$ cat src/rtl/eth_frame_loop_mem_arbiter_pkg.sv
// Shared types and constants for the eth_frame_loop script-memory arbiter.
package eth_frame_loop_mem_arbiter_pkg;

    typedef enum logic [1:0] {
        ST_IDLE,
        ST_BUSY,
        ST_DONE
    } state_t;

    localparam int TIMEOUT_COUNT_W = 16;

endpackage

$ cat src/rtl/eth_frame_loop_rr_select.sv
// Combinational round-robin selector: first requester at or after ptr, searched cyclically.
module eth_frame_loop_rr_select #(
    parameter int N     = 2,
    parameter int IDX_W = 1
) (
    input  logic [N-1:0]     req,
    input  logic [IDX_W-1:0] ptr,
    output logic [IDX_W-1:0] grant,
    output logic             any_req
);

    logic [2*N-1:0] dbl;
    logic [N-1:0]   rot;
    int             offs;
    int             idx;

    // Rotating the doubled vector puts requester ptr at bit 0, so the lowest set bit is the winner.
    always_comb begin
        dbl  = {req, req} >> ptr;
        rot  = dbl[N-1:0];
        offs = 0;
        for (int j = N - 1; j >= 0; j--) begin
            if (rot[j]) offs = j;
        end
        idx = int'(ptr) + offs;
        if (idx >= N) idx = idx - N;
        grant = IDX_W'(idx);
    end

    assign any_req = |req;

endmodule

$ cat src/rtl/eth_frame_loop_mem_arbiter.sv
// Round-robin arbiter sharing eth_frame_loop's single script-memory port, with an
// access watchdog that terminates accesses the memory never acknowledges.
module eth_frame_loop_mem_arbiter
    import eth_frame_loop_mem_arbiter_pkg::*;
#(
    parameter int C_NUM_REQ    = 2,
    parameter int C_AXI_WIDTH  = 32,
    parameter int C_ADDR_WIDTH = 15,
    parameter int C_TIMEOUT    = 255
) (
    input  logic                              clk,
    input  logic                              rst_n,
    input  logic [C_NUM_REQ-1:0]              s_req,
    input  logic [C_NUM_REQ*C_ADDR_WIDTH-1:0] s_addr,
    input  logic [C_NUM_REQ-1:0]              s_wenable,
    input  logic [C_NUM_REQ*C_AXI_WIDTH-1:0]  s_wdata,
    output logic [C_AXI_WIDTH-1:0]            s_rdata,
    output logic [C_NUM_REQ-1:0]              s_ack,
    output logic [C_NUM_REQ-1:0]              s_err,
    output logic                              m_req,
    output logic [C_ADDR_WIDTH-1:0]           m_addr,
    output logic                              m_wenable,
    output logic [C_AXI_WIDTH-1:0]            m_wdata,
    input  logic [C_AXI_WIDTH-1:0]            m_rdata,
    input  logic                              m_ack,
    output logic                              busy,
    output logic [TIMEOUT_COUNT_W-1:0]        timeout_count
);

    localparam int IDX_W = (C_NUM_REQ > 1) ? $clog2(C_NUM_REQ) : 1;
    localparam logic [15:0] TIMER_LAST = 16'(C_TIMEOUT - 1);

    state_t                   state;
    logic [IDX_W-1:0]         ptr;
    logic [IDX_W-1:0]         grant_q;
    logic [15:0]              timer;

    logic [IDX_W-1:0]         sel;
    logic                     any_req;
    logic [IDX_W-1:0]         ptr_next;
    logic [C_NUM_REQ-1:0]     grant_oh;
    logic [C_ADDR_WIDTH-1:0]  sel_addr;
    logic [C_AXI_WIDTH-1:0]   sel_wdata;
    logic                     sel_we;

    eth_frame_loop_rr_select #(
        .N     (C_NUM_REQ),
        .IDX_W (IDX_W)
    ) u_rr_select (
        .req     (s_req),
        .ptr     (ptr),
        .grant   (sel),
        .any_req (any_req)
    );

    always_comb begin
        ptr_next  = (int'(sel) == C_NUM_REQ - 1) ? '0 : sel + 1'b1;
        sel_addr  = s_addr[sel*C_ADDR_WIDTH +: C_ADDR_WIDTH];
        sel_wdata = s_wdata[sel*C_AXI_WIDTH +: C_AXI_WIDTH];
        sel_we    = s_wenable[sel];
        grant_oh  = '0;
        grant_oh[grant_q] = 1'b1;
    end

    always_ff @(posedge clk or negedge rst_n) begin
        if (!rst_n) begin
            state         <= ST_IDLE;
            ptr           <= '0;
            grant_q       <= '0;
            timer         <= '0;
            s_rdata       <= '0;
            s_ack         <= '0;
            s_err         <= '0;
            m_req         <= 1'b0;
            m_addr        <= '0;
            m_wenable     <= 1'b0;
            m_wdata       <= '0;
            busy          <= 1'b0;
            timeout_count <= '0;
        end else begin
            case (state)
                ST_IDLE: begin
                    if (any_req) begin
                        grant_q   <= sel;
                        ptr       <= ptr_next;
                        m_addr    <= sel_addr;
                        m_wenable <= sel_we;
                        m_wdata   <= sel_wdata;
                        m_req     <= 1'b1;
                        timer     <= '0;
                        busy      <= 1'b1;
                        state     <= ST_BUSY;
                    end
                end
                // An ack arriving on the expiry cycle takes priority over the watchdog.
                ST_BUSY: begin
                    if (m_ack) begin
                        if (!m_wenable) s_rdata <= m_rdata;
                        s_ack <= grant_oh;
                        m_req <= 1'b0;
                        state <= ST_DONE;
                    end else if (timer == TIMER_LAST) begin
                        s_ack   <= grant_oh;
                        s_err   <= grant_oh;
                        s_rdata <= '0;
                        m_req   <= 1'b0;
                        if (timeout_count != '1) timeout_count <= timeout_count + 1'b1;
                        state   <= ST_DONE;
                    end else begin
                        timer <= timer + 1'b1;
                    end
                end
                // One dead cycle keeps m_req low between accesses and lets requesters update s_req.
                ST_DONE: begin
                    s_ack <= '0;
                    s_err <= '0;
                    busy  <= 1'b0;
                    state <= ST_IDLE;
                end
                default: state <= ST_IDLE;
            endcase
        end
    end

endmodule

$ cat config.mk
export PLATFORM = sky130hd
export DESIGN_NAME = eth_frame_loop_mem_arbiter
export DESIGN_NICKNAME = d
export VERILOG_FILES = /design/src/rtl/eth_frame_loop_mem_arbiter_pkg.sv /design/src/rtl/eth_frame_loop_rr_select.sv /design/src/rtl/eth_frame_loop_mem_arbiter.sv
export SDC_FILE = /design/constraint.sdc
export NUM_CORES = 1
export LEC_CHECK = 0
export CAP_MARGIN = 20
export CORE_ASPECT_RATIO = 0.7
export CORE_MARGIN = 1.5
export CORE_UTILIZATION = 43
export DETAILED_ROUTE_END_ITERATION = 6
export GPL_TIMING_DRIVEN = 0
export PLACE_DENSITY = 0.81
export SLEW_MARGIN = 10
export SYNTH_ARGS = -nofsm -noshare
export SYNTH_HDL_FRONTEND = slang
export SYNTH_SLANG_ARGS = --single-unit
export TNS_END_PERCENT = 10
$ cat constraint.sdc
create_clock -name clk -period 2.4 [get_ports clk]
set_input_delay 0.24 -clock clk [delete_from_list [all_inputs] [get_ports clk]]
set_output_delay 0.24 -clock clk [all_outputs]
set_load 0.02 [all_outputs]
==> impl_metrics.csv <==
group,metric,value,unit
outcome,status,"finished with violations",
outcome,violations,"DRC",
synth,synth_area,0.00565,sq mm
cts,cts-root-buf,"clkbuf_16",
cts,cts_setup_buffers,0,
drt,drt_iter0_drc,562,
final_layout,final_area,0.00888,sq mm
drt,routed_wl,18.0,mm
die,design.core.area,0.0126,sq mm
final_layout,diodes,0,
setup_path,reg2reg_slack,0.11,ns
setup_path,arrival,2.62,ns
cts,tritoncts,"yes",
drt,firstDrtPassIters,7,
synth,ys_seq_elements,122,
sta,drv_slew,0,
die,die_w,140,um
cts,clkSlewWorstSetupHoldPaths,0.06,ns
cts,cts_buffers,17,
synth,synth_warnings,0,
placed_design,gp_congestion,0.877,
setup_path,startpoint_type,"flop",
setup_path,crit_type,"flop to flop",
synth,yosysSeqAreaShare,54.1,%
global_routing,grtUsageMet3,6.56,%
sta,fmax,436,MHz
final_layout,seq_area,0.00305,sq mm
synth,syn_nets,690,
sta,rsz0062_at_grt,"true",
sta,clock-skew-final,0.00979,ns
final_layout,multi_input_area,0.00223,sq mm
synth,async_reset_ff_share,100,%
sta,worst_slew_pin_slew,0.616,ns
global_routing,track_usage,26.3,%
setup_path,r2r_start,"timer[0]",
global_routing,grt_max_degree,65,
power_and_ir_drop,clkPwrFrac,24.3,%
global_routing,grt_pass1_vias,5569,
power_and_ir_drop,swShare,38.3,%
die,initial_core_util,44.8,%
min_path,hold_class,"input pin to asynchronous set/reset pin",
placed_design,hpwl,13.0,mm
final_layout,areaGrowthSynthToFinish,57.3,%
sta,hold_viol_final,0,
die,io-pin-count,235,
final_layout,layout-drive-gt1-share,7.36,%
global_routing,antenna_found_initial,0,
setup_path,critical_path_peak_fanout,10,
sta,fin_crit_sh,95.5,%
final_layout,final_nets,941,
synth,syn_area_per_cell,10.2,sq um
cts,cts.sinks,122,
synth,synth_cell_types,47,
drt,postRouteAntennaNets,0,
global_routing,busiest_layer,"met2",
setup_path,reg2reg_to,"timer[6]",
cts,cts_max_level,4,
sta,setup-violations-final,0,
die,die-area,0.0138,sq mm
power_and_ir_drop,leakagePower,3.93,nW
global_routing,grt_overflow,0,
sta,tns,0,ns
synth,synth.top_cell.area_share,54.1,%
setup_path,critPathRequiredTime,2.73,ns
setup_path,r2r.worst_path.cells,8,
synth,synth_area_leader_cell,"dfrtp_1",
power_and_ir_drop,total_power,11.4,mW
power_and_ir_drop,p_sw,4.36,mW
drt,avgViaCountPerCell,5.70,
placed_design,dpl_cell_area,0.00821,sq mm
sta,hold_ws,0.382,ns
drt,detail_route.wl_per_cell,18.4,um
final_layout,fillCellCount,921,
job,cap_violations,0,
synth,synthTopCellsByArea,"dfrtp_1 54%, a222oi_1 8.5%, a22oi_1 4.3%, inv_1 4.0%, nand2_1 3.9%",
global_routing,grtUsageMet1,34.4,%
sta,slew_headroom,58.6,%
die,fp-row-count,34,
power_and_ir_drop,power_density,1280,mW/mm^2
drt,vias,5569,
global_routing,grt_pass1_wl,28.8,mm
cts,insertion_delay,0.40,ns
synth,synth_edf_count,0,
drt,drc,24,
sta,min_period,2.29,ns
die,dieHeight,98.9,um
power_and_ir_drop,p_comb_share,45.5,%
power_and_ir_drop,p_int,7.01,mW
cts,clock_path_buffers,2,
final_layout,fin_cells,977,
placed_design,dp.cells,947,
power_and_ir_drop,pwr-share-seq,30.2,%
global_routing,grtUsageMet2,43.0,%
synth,syn_inst,551,
setup_path,end_kind,"flop",
synth,synth_ff_type,"dfrtp_1",
placed_design,portBuffers,233,
power_and_ir_drop,peakVddDrop,0.000728,V
[placed cells by master, fill, tap and decap left out, drive strengths merged, types with 4 or more instances in the layout]
master,n
mux2,6
inv,60
a22o,8
nand2,59
ha,6
buf,8
a222oi,48
nor3,9
xor2,4
nand4,14
nor2,22
a21oi,9
dfrtp,122
nand3,19
clkdlybuf4s50,232
o21ai,41
a22oi,32
clkinv,6
nor4,4
clkbuf,50
bufinv,5
xnor2,10
[worst max-delay path, cell delays in order, from the launching register on]
cell	delay (ns)
dfrtp_2	0.43
inv_1	0.06
ha_1	0.20
nor3b_4	0.17
a41o_1	0.27
buf_6	0.15
or3_1	0.35
or4b_1	0.47
nand3_1	0.11
[registers in the layout (all words and copies together), names as in the netlist]
register       flops
s_err              2
ptr                1
m_addr            15
state              2
timeout_count     16
grant_q            1
s_rdata           32
busy               1
m_req              1
m_wenable          1
timer             16
m_wdata           32
s_ack              2
[layer usage]
| layer | vias to the layer above | routed length [um] |
|---|---|---|
| li1 | 2533 | - |
| met1 | 2731 | 7480 |
| met2 | 275 | 8670 |
| met3 | 30 | 1540 |
| met4 | 0 | 318 |
| met5 | - | 0 |
[power groups by stage]
stage | registers [mW] | logic (mW) | clock network, mW
finish | 3.44 | 5.17 | 2.76
global route | 3.53 | 5.59 | 2.90
CTS | 3.42 | 5.17 | 2.79
detailed placement | 3.43 | 5.14 | 0
global placement | 3.38 | 4.97 | 0
floorplan | 4.21 | 1.90 | 0
[cells in the mapped netlist, types with 3 or more instances]
cell	count
o211ai_1	3
nor4b_1	3
nor3_1	9
nand3_1	19
o21ai_0	40
a21oi_1	9
nand4b_1	3
buf_2	4
a22oi_1	32
dfrtp_1	122
xnor2_1	10
nor2_1	22
a22o_1	8
ha_1	6
clkbuf_1	35
nand4_1	14
inv_1	60
xor2_1	4
a222oi_1	48
mux2_2	5
nand2_1	59
or2_2	3
[cells by family after synthesis]
logic type,count (synthesis),share of synthesized area [%]
fa+ha+maj,6,1.33
simple gates,152,13.8
compound gates,150,20.4
mux,7,1.37
flops,122,54.1
buf+inv,100,6.87
xor+xnor,14,2.17
[what timing repair did]
item,4_1_cts,5_1_grt
pin swaps,0,0
hold endpoints to repair,58,0
setup endpoints to repair,15,55
resized for setup,2,12
hold buffers,1,0
gates cloned,0,0
[worst max path at each step]
stage | from | endpoint | slack (ns) | cells after the start
final | timer[0] | timer[6] | 0.11 | 8
after global routing | state[1] | timeout_count[13] | -0.08 | 7
after CTS | state[1] | m_addr[5] | 0.05 | 8
after detailed placement | state[1] | timer[2] | -0.25 | 9
after global placement | rst_n | m_wdata[23] | -3.54 | 1
after floorplan | timer[0] | timer[6] | 0.28 | 8
[through the flow]
| step | util [%] | worst slack (ns) |
|---|---|---|
| 2_1_floorplan | - | 0.279 |
| 3_3_place_gp | 65.0 | -3.54 |
| 3_5_place_dp | 65.2 | -0.254 |
| 4_1_cts | 70.4 | 0.0475 |
| 5_1_grt | 70.5 | -0.0818 |
| 6_report | 70.5 | 0.107 |
[area by class of cell]
| class | count | share of cell area, % |
|---|---|---|
| plain buffers | 37 | 1.76 |
| flip-flops and latches | 122 | 34.4 |
| clock inverters | 13 | 2.24 |
| multi-input cells | 329 | 25.1 |
| well taps | 162 | 2.28 |
| clock buffers | 19 | 4.99 |
| inverters | 60 | 2.54 |
| repair buffers | 235 | 26.7 |
(Power assumes the default switching activity.)
